File: src/rtl/common_pkg.sv
// Shared CBus transaction types used by the cache-side masters, the arbiter
// and the memory bridge.
package common;

  typedef enum logic [1:0] {
    BURST_FIXED = 2'd0,
    BURST_INCR  = 2'd1,
    BURST_WRAP  = 2'd2
  } cbus_burst_t;

  typedef enum logic [1:0] {
    SIZE_1B = 2'd0,
    SIZE_2B = 2'd1,
    SIZE_4B = 2'd2,
    SIZE_8B = 2'd3
  } cbus_size_t;

  typedef struct packed {
    logic        valid;
    logic        is_write;
    cbus_size_t  size;
    logic [31:0] addr;
    logic [7:0]  strobe;
    logic [63:0] data;
    logic [7:0]  len;
    cbus_burst_t burst;
  } cbus_req_t;

  typedef struct packed {
    logic        ready;
    logic        last;
    logic [63:0] data;
  } cbus_resp_t;

endpackage

File: src/rtl/cbus_arbiter_rr_select.sv
// Combinational round-robin picker: first set bit of 'valid' found by
// scanning upward from 'ptr' and wrapping at NUM_REQ.
module rr_select #(
  parameter int NUM_REQ = 2
) (
  input  logic [NUM_REQ-1:0]         valid,
  input  logic [$clog2(NUM_REQ)-1:0] ptr,
  output logic                       found,
  output logic [$clog2(NUM_REQ)-1:0] index
);

  localparam int IW = $clog2(NUM_REQ);

  // Scan from the farthest offset down so the nearest candidate assigns last
  always_comb begin
    int cand;
    found = 1'b0;
    index = '0;
    for (int k = NUM_REQ - 1; k >= 0; k--) begin
      cand = (int'(ptr) + k) % NUM_REQ;
      if (valid[cand[IW-1:0]]) begin
        found = 1'b1;
        index = cand[IW-1:0];
      end
    end
  end

endmodule

File: src/rtl/cbus_arbiter.sv
// Round-robin arbiter funnelling several upstream CBus masters onto a single
// downstream slave, holding ownership for a whole burst.
module cbus_arbiter
  import common::*;
#(
  parameter int NUM_REQ = 2
) (
  input  logic                       clk,
  input  logic                       reset,
  input  cbus_req_t                  ireqs  [NUM_REQ],
  output cbus_resp_t                 iresps [NUM_REQ],
  output cbus_req_t                  oreq,
  input  cbus_resp_t                 oresp,
  output logic [$clog2(NUM_REQ)-1:0] grant_idx,
  output logic                       busy
);

  localparam int IW = $clog2(NUM_REQ);

  typedef enum logic {
    IDLE    = 1'b0,
    FORWARD = 1'b1
  } state_t;

  state_t          state;
  state_t          state_next;
  logic [IW-1:0]   rr_ptr;
  logic [NUM_REQ-1:0] req_valid;
  logic            sel_found;
  logic [IW-1:0]   sel_index;
  logic            done;

  always_comb begin
    req_valid = '0;
    for (int i = 0; i < NUM_REQ; i++) begin
      req_valid[i] = ireqs[i].valid;
    end
  end

  rr_select #(
    .NUM_REQ(NUM_REQ)
  ) u_rr_select (
    .valid(req_valid),
    .ptr  (rr_ptr),
    .found(sel_found),
    .index(sel_index)
  );

  assign done = (state == FORWARD) && oresp.ready && oresp.last;

  // The completion edge always lands in IDLE, so a new grant never shares
  // the cycle in which the previous burst finished.
  always_ff @(posedge clk) begin
    if (reset) begin
      state     <= IDLE;
      grant_idx <= '0;
      rr_ptr    <= '0;
    end else begin
      state <= state_next;
      if (state == IDLE && sel_found) begin
        grant_idx <= sel_index;
      end
      if (done) begin
        rr_ptr <= (grant_idx == IW'(NUM_REQ - 1)) ? '0 : grant_idx + IW'(1);
      end
    end
  end

  always_comb begin
    state_next = state;
    case (state)
      IDLE:    if (sel_found) state_next = FORWARD;
      FORWARD: if (done)      state_next = IDLE;
      default: state_next = IDLE;
    endcase
  end

  // Only the owner sees the slave; everyone else reads ready=0 and waits
  always_comb begin
    oreq = '0;
    busy = 1'b0;
    for (int i = 0; i < NUM_REQ; i++) begin
      iresps[i] = '0;
    end
    if (state == FORWARD) begin
      busy              = 1'b1;
      oreq              = ireqs[grant_idx];
      iresps[grant_idx] = oresp;
    end
  end

endmodule

File: config.mk
export PLATFORM = sky130hd
export DESIGN_NAME = cbus_arbiter
export DESIGN_NICKNAME = d
export VERILOG_FILES = /design/src/rtl/common_pkg.sv /design/src/rtl/cbus_arbiter_rr_select.sv /design/src/rtl/cbus_arbiter.sv
export SDC_FILE = /design/constraint.sdc
export NUM_CORES = 1
export LEC_CHECK = 0
export BUFFER_PORTS_ARGS = -buffer_cell sky130_fd_sc_hd__buf_2
export CORE_AREA = 2 2 216 218
export DETAILED_ROUTE_END_ITERATION = 16
export DIE_AREA = 0 0 218 220
export GPL_ROUTABILITY_DRIVEN = 0
export PLACE_DENSITY_LB_ADDON = 0.08
export SLEW_MARGIN = 20
export SYNTH_ARGS = -nofsm -noshare
export SYNTH_HDL_FRONTEND = slang
export SYNTH_SLANG_ARGS = --single-unit
File: constraint.sdc
create_clock -name clk -period 1.2 [get_ports clk]
set_input_delay 0.12 -clock clk [delete_from_list [all_inputs] [get_ports clk]]
set_output_delay 0.12 -clock clk [all_outputs]
set_load 0.01 [all_outputs]
==> After elaboration in Yosys (flattened, before gate mapping) <==
Cells that the tools add are included.
{ "op_classes": {"add_sub_neg": 2, "bitwise_logic": 3, "muxes": 20, "n_lt_le_gt_ge": 4, "n_reduce_logical": 4} }
{ "ops": {"columns": ["op", "n"], "rows": [
  ["118-bit two-way mux", 4],
  ["132-bit AND", 1],
  ["132-bit two-way mux", 1],
  ["66-bit demux with 1-bit select", 1],
  ["66-bit two-way mux", 1],
  ["1-bit two-way mux", 12],
  ["1-bit logical AND", 4],
  ["1-bit by 2-bit less-than comparator with 1-bit output (second input constant)", 2],
  ["1-bit adder (second input constant)", 2],
  ["2-bit >= comparator (second input constant)", 1],
  ["2-bit by 1-bit less-than comparator with 1-bit output (second input constant)", 1],
  ["1-bit NOT with 2-bit output", 1],
  ["1-bit one-hot mux with 2 select lines", 1],
  ["1-bit NOT", 1]
]} }
{ "word_totals": {"ff_bits": 3, "wordCells": 36, "input_bits": 304} }

==> Depth between registers and ports, before layout <==
Gate-level depths: netlist of run 1.
{ "depth": {"word_depth": 7, "depth_mapped": 5, "mapped_depth_nobuf": 3} }

==> Cells and area by module <==
A second synthesis of run 1 with hierarchy kept.
{ "hier_totals": {"hier_cells": 433, "hier_area_um2": 3231.8} }
{ "by_module_without_submodules": {"columns": ["mod", "seq_area_each_um2", "area_each_um2", "instances", "cells_per_inst"], "rows": [
  ["cbus_arbiter", 60.1, 3214.3, 1, 430],
  ["rr_select", 0.0, 17.5, 1, 3]
]} }

==> Least setup slack after synthesis of run 1 <==
OpenSTA, ideal clock, no wires.
{ "synth_path": {"path_kind": "register to output", "start": "register state", "end": "output port iresps[101] (netlist name)", "arrival_time_ns": 1.070, "required_ns": 1.080, "stages_incl_launch_ff": 5, "setup_slack_ns": 0.010, "path_cell_list": "dfxtp_1 buf_4 buf_4 clkbuf_1 and3_1"} }
{ "synth_rtl": {"columns": ["item", "line", "text"], "rows": [
  ["from (decl)", "cbus_arbiter.sv:25", "state_t state;"],
  ["from (signal assigned)", "cbus_arbiter.sv:59", "state <= state_next;"],
  ["to (decl)", "cbus_arbiter.sv:11", "output cbus_resp_t iresps [NUM_REQ],"]
]} }

==> results by group, run 1 <==
Die
  – I/O Pins: 556
  – Die ar.: 48,000 sq um
  – Initial Util: 6.44%
  – FP Rows: 79
  – Die Wd: 218 um
  – Core Region: 45,900 sq um
  – Die H: 220 um

Worst setup path
  – Startpoint types: flip-flop
  – CP Capture Type: primary output
  – CP max stage cell: dfxtp_4
  – WP data required: 1080 ps
  – Reg2Reg Setup Slack: -40 ps
  – Worst-path cell chain: buf_12 -> buf_16 -> mux2i_2 -> nor2_1 -> buf_2
  – CP bufs+invs: 3
  – Worst-path fanout max: 10
  – Crit Path Category: reg2out
  – Crit-path max cell delay: 380 ps
  – Top delay family on crit path: buffers and inverters
  – Worst path arrival time: 1480 ps

Synth
  – Distinct cells, synth: 18
  – Largest family of logic cells by synthesized area: simple AND/OR/NAND/NOR gates
  – Post-Synth Simple-Gate Area: 43.3%
  – Synth top cells by count: and3_1, nor2_1, mux2i_1
  – Sequential fraction of the synthesis area: 2.03%
  – Most frequent cell after synthesis: and3_1
  – Multiplexer share of the synthesized area: 40.3%
  – Syn nets: 743
  – Post-synth top area share: 40.3%
  – Synthesis-stage register bit count: 3
  – Main synth FF type: dfxtp_1
  – Post-synth top area cell: mux2i_1
  – Mapped Cells: 439
  – Synth Area in Compound Gates: 0.847%
  – Async set-or-reset flop fraction in the synthesized netlist: 0%
  – Cell area after synthesis: 2950 sq um
  – Number of enable flip-flop cells after synthesis: 0
  – Ys Warns: 0
  – Synthesized-area fraction occupied by adder cells: 0%
  – Post-Synth XOR/XNOR Area: 0%
  – Top post-synthesis cells by area: mux2i_1, and3_1, nor2_1
  – Mean Syn Cell Area: 6.73 sq um

Placed design
  – Port Buffers: 555
  – HPWL after DPL: 24,100 um

Global routing
  – First-pass GRT wire length: 38,200 um
  – Vias in the first global route: 5,645
  – Initial antenna violation count: 11
  – Grt ovf: 0
  – Total track usage: 10.9%
  – Largest net degree at the start of global routing: 45

Power
  – Max IR drop VDD: 0.000347 V
  – Clock Power Share: 14.7%
  – Leak pwr: 4.34 nW
  – Internal Pwr Total: 2.00 mW
  – Pwr Total: 3.57 mW
  – Sw frac: 43.9%
  – Sequential Power Share: 3.3%
  – Power per Cell Area: 482 nW/um^2
  – Switching power: 1.57 mW
  – Combinational group share of total power: 82.0%

Clock network
  – H-tree levels: 1
  – Clock root buffer: clkbuf_16
  – Clock sink count: 3
  – Max Root-Sink Buffers: 2
  – CTS clk-pin slew, worst paths: 30 ps
  – CTS tree: done
  – Total CTS buffers: 3
  – Worst skew pair latency: 220 ps

Route
  – DR pass1 iterations: 4
  – Via count: 5,573
  – Avg WL per Cell: 18.2 um
  – Final WL: 29,400 um
  – DRT antenna net count: 0
  – Initial DRC count: 81
  – Drt drc: 0
  – Vias/cell: 3.45

Timing
  – Final setup viols: 252
  – Fmax achieved: 623 MHz
  – RSZ-0062 raised after global routing: true
  – Hold Fails Final Rpt: 0
  – Max-slew headroom: 83.1%
  – Setup ws final: -405 ps
  – Setup TNS: -72,640 ps
  – WHS: 86.2 ps
  – Final clock skew: 1.64 ps
  – Least-Margin Pin Slew: 248 ps
  – Min Tclk post-route: 1600 ps
  – Max-slew violation count: 0
  – Crit share post-route: 134%

Job
  – # Max-Cap Violations: 0

Final layout
  – Final core utilization: 16.1%
  – Multi-input logic area: 2730 sq um
  – Layout cells sized above 1: 65.7%
  – Fillcell total: 5,445
  – Sequential standard cell area: 67.6 sq um
  – Nets@finish: 1,306
  – Syn-to-layout area delta: 151%

Outcome
  – Failing checks: setup timing
  – Run status: complete, but fails checks

Worst hold path
  – Worst Hold Class: in2reg
-- routing by layer --
metal / part of all wire (%) / global-route usage (%) / vias to the layer above
met5: 0.082 / 0 / -
met1: 33 / 10.3 / 2511
met3: 9.4 / 3.35 / 34
li1: - / - / 2667
met4: 3.8 / 4.54 / 4
met2: 53 / 21.7 / 357
-- kinds of logic after synthesis --
kind of cell,count (synthesis)
DFF,3
AOI/OAI and AO/OA,4
buffers and inverters,59
muxes,119
and+or+nand+nor,254
-- through the flow --
step	instance area (sq um)	worst slack, ps	instances
floorplan	2950	9.81	439
global placement	6550	-311	1584
detailed placement	6550	-307	1584
CTS	7030	-403	1598
global route	7390	-439	1610
finish	7400	-405	1614
-- path summary, 6_finish.rpt --
kind,from,endpoint,cells past startpoint
max,grant_idx$_SDFFE_PP0P_,oreq[64],5
max reg2reg,grant_idx$_SDFFE_PP0P_,grant_idx$_SDFFE_PP0P_,6
min,reset,state$_SDFF_PP0_,2
min reg2reg,rr_ptr$_SDFFE_PP0P_,rr_ptr$_SDFFE_PP0P_,2
-- registers in the layout, summed over array words and instances, names as in the netlist --
register / count
rr_ptr: 1
grant_idx: 1
state: 1
-- area by class of cell --
| type | count | area share (%) |
|---|---|---|
| Inverter | 3 | 0.287 |
| Antenna cell | 6 | 0.203 |
| Multi-Input combinational cell | 377 | 36.8 |
| Clock buffer | 4 | 1.07 |
| Sequential cell | 3 | 0.913 |
| Timing Repair Buffer | 614 | 50.4 |
| Tap cell | 607 | 10.3 |
-- power groups by stage --
stage	Combinational, mW	Sequential (mW)	Clock, mW
finish	2.93	0.117	0.525
detailed placement	2.58	0.116	0
global route	3.15	0.118	0.549
floorplan	1.18	0.114	0
CTS	2.81	0.117	0.535
global placement	2.61	0.116	0
-- layout by cell type (no fill, tap or decap) --
cell / count
inv_1: 1
o31ai_1: 1
mux2i_2: 18
nor2_1: 120
mux2i_1: 92
clkbuf_16: 6
dfxtp_1: 1
nand2_1: 1
buf_2: 537
nor2_4: 1
and3_1: 122
bufbuf_16: 1
a21oi_1: 1
buf_12: 14
nand3_1: 1
inv_8: 1
dfxtp_4: 2
mux2i_4: 9
and3_4: 8
inv_4: 1
buf_8: 6
diode_2: 6
buf_16: 5
buf_6: 18
o211ai_1: 1
o21ai_0: 1
buf_4: 30
clkbuf_1: 1
nor2_2: 1
-- repair_timing --
action	in CTS	in global routing
endpoints found under the setup margin	252	252
hold buffers	0	0
gates resized for setup	48	52
setup buffers	5	7
cloned	5	4
pin swaps	1	3
Power figures use the tool's default switching activity.
==> run 2: changes to the inputs <==
Settings changed: RECOVER_POWER set to 100.
==> run 2 against run 1 <==
The run still ends with setup timing left. Non-clock buffer count is the same. Combinational power barely moved. Sequential share of layout area hardly changed. Die area stayed put. Hold slack is essentially flat. Clock-buffer cell count unchanged. Maximum frequency unchanged. Via count stayed put. Utilization is essentially flat. Total power about the same. Critical path depth unchanged. Largest power group unchanged.
==> results by group, run 2 (same netlist as run 1, synthesis figures left out) <==
Timing
  – Crit share post-route: 134% (unchanged)
  – Setup ws final: -405 ps (unchanged)
  – Least-Margin Pin Slew: 248 ps (unchanged)
  – Final setup viols: 253 (was 252)
  – WHS: 86.2 ps (about the same)
  – RSZ-0062 raised after global routing: true (unchanged)
  – Min Tclk post-route: 1600 ps (unchanged)
  – Max-slew violation count: 0 (unchanged)
  – Setup TNS: -73,880 ps (was -72,640 ps)
  – Max-slew headroom: 83.1% (unchanged)
  – Final clock skew: 1.64 ps (unchanged)
  – Fmax achieved: 623 MHz (unchanged)
  – Hold Fails Final Rpt: 0 (unchanged)

Clock network
  – Clock sink count: 3 (unchanged)
  – CTS tree: done (unchanged)
  – CTS clk-pin slew, worst paths: 30 ps (about the same)
  – Clock root buffer: clkbuf_16 (unchanged)
  – Worst skew pair latency: 220 ps (about the same)
  – H-tree levels: 1 (unchanged)
  – Hold bufs inserted after CTS: 0 (unchanged)
  – Max Root-Sink Buffers: 2 (unchanged)
  – Total CTS buffers: 3 (unchanged)

Global routing
  – GR peak layer: met2 (unchanged)
  – First-pass GRT wire length: 38,200 um (unchanged)
  – Largest net degree at the start of global routing: 45 (unchanged)
  – Grt ovf: 0 (unchanged)
  – GRT met2 Usage: 21.7% (unchanged)
  – Vias in the first global route: 5,645 (unchanged)
  – Total track usage: 10.9% (unchanged)
  – M1 GR Usage: 10.3% (unchanged)
  – Initial antenna violation count: 11 (unchanged)
  – GR met3 Demand/Resource: 3.35% (unchanged)

Final layout
  – Sequential standard cell area: 67.6 sq um (unchanged)
  – Commonest non-fill, non-tap cell in the layout: buf_2 (unchanged)
  – Syn-to-layout area delta: 151% (about the same)
  – Top Registers: grant_idx (1), rr_ptr (1), state (1) (unchanged)
  – Most frequent cells in the layout: buf_2, and3_1, nor2_1 (unchanged)
  – Multi-input logic area: 2730 sq um (unchanged)
  – Final core utilization: 16.1% (about the same)
  – Layout cells sized above 1: 65.7% (unchanged)
  – Nets@finish: 1,306 (unchanged)
  – Fillcell total: 5,446 (was 5,445)

Worst setup path
  – Worst path arrival time: 1480 ps (about the same)
  – CP max stage cell: dfxtp_4 (unchanged)
  – WP data required: 1080 ps (about the same)
  – Crit Path Category: reg2out (unchanged)
  – Worst-path fanout max: 10 (unchanged)
  – Worst-path cell chain: buf_12 -> buf_16 -> mux2i_2 -> nor2_1 -> buf_2 (unchanged)
  – Startpoint types: flip-flop (unchanged)
  – CP Capture Type: primary output (unchanged)
  – Crit-path max cell delay: 380 ps (about the same)

Placed design
  – Dpl ws: -307 ps (unchanged)
  – HPWL after DPL: 24,100 um (unchanged)
  – Port Buffers: 555 (unchanged)

Die
  – FP Rows: 79 (unchanged)
  – Initial Util: 6.44% (unchanged)
  – Core Region: 45,900 sq um (unchanged)
  – Die ar.: 48,000 sq um (unchanged)
  – Die H: 220 um (unchanged)
  – Die Wd: 218 um (unchanged)
  – I/O Pins: 556 (unchanged)

Power
  – Combinational group share of total power: 82.0% (about the same)
  – Power per Cell Area: 482 nW/um^2 (about the same)
  – Switching power: 1.57 mW (about the same)
  – Max IR drop VDD: 0.000347 V (about the same)
  – Pwr Total: 3.57 mW (about the same)
  – Internal Pwr Total: 2.00 mW (about the same)
  – Sequential Power Share: 3.3% (about the same)
  – Clock Power Share: 14.7% (about the same)
  – Sw frac: 44.0% (was 43.9%)
  – Leak pwr: 4.34 nW (about the same)

Job
  – # Max-Cap Violations: 0 (unchanged)

Route
  – Via count: 5,573 (unchanged)
  – Avg WL per Cell: 18.2 um (about the same)
  – Vias/cell: 3.45 (unchanged)
  – DR pass1 iterations: 4 (unchanged)
  – Final WL: 29,400 um (about the same)
  – DRT antenna net count: 0 (unchanged)
  – Drt drc: 0 (unchanged)
  – Initial DRC count: 81 (unchanged)

Outcome
  – Failing checks: setup timing (unchanged)
  – Run status: complete, but fails checks (unchanged)

Worst hold path
  – Worst Hold Class: in2reg (unchanged)
==> run 2: through the flow <==
stage               instance area [sq um]  cells
finish                               7400   1614
global route                         7390   1610
CTS                                  7030   1598
detailed placement                   6550   1584
global placement                     6550   1584
floorplan                            2950    439
==> run 2: per-layer routing <==
| layer | routed length (um) | part of all wire [%] |
|---|---|---|
| met1 | 9820 | 33 |
| met2 | 15700 | 53 |
| met3 | 2760 | 9.4 |
| met4 | 1100 | 3.8 |
| met5 | 24 | 0.082 |
==> run 2: power groups by stage <==
stage / Sequential, mW / Combinational [mW] / Clock [mW]
3_5_place_dp: 0.116 / 2.58 / 0
2_1_floorplan: 0.114 / 1.18 / 0
6_report: 0.117 / 2.93 / 0.525
3_3_place_gp: 0.116 / 2.61 / 0
4_1_cts: 0.117 / 2.81 / 0.535
5_1_grt: 0.118 / 3.15 / 0.549
==> run 2: area by class of cell <==
type,instances,share of cell area (%)
timing repair buffer,614,50.4
clock buffer,4,1.07
multi-input combinational,377,36.9
inverter,3,0.288
tap,607,10.3
antenna,6,0.203
sequential,3,0.913
==> run 2: worst paths after layout <==
check / start / to / slack [ps] / depth (start not counted)
worst min register to register: rr_ptr$_SDFFE_PP0P_ / rr_ptr$_SDFFE_PP0P_ / 520 / 2
worst max-delay path: grant_idx$_SDFFE_PP0P_ / oreq[64] / -400 / 5
worst min-delay path: reset / state$_SDFF_PP0_ / 90 / 2
worst max register to register: grant_idx$_SDFFE_PP0P_ / grant_idx$_SDFFE_PP0P_ / -50 / 6
==> run 2: timing repair <==
item | 4_1_cts | 5_1_grt
resized for setup | 48 | 52
gates cloned | 5 | 4
pin swaps | 1 | 3
endpoints found under the setup margin | 252 | 252
buffers inserted | 5 | 7
==> run 2: worst max-delay path, delay by kind of cell (launching register included) <==
family	cells	cell delay, ps
buf+inv	3	490
flops	1	380
mux	1	300
simple gates	1	60
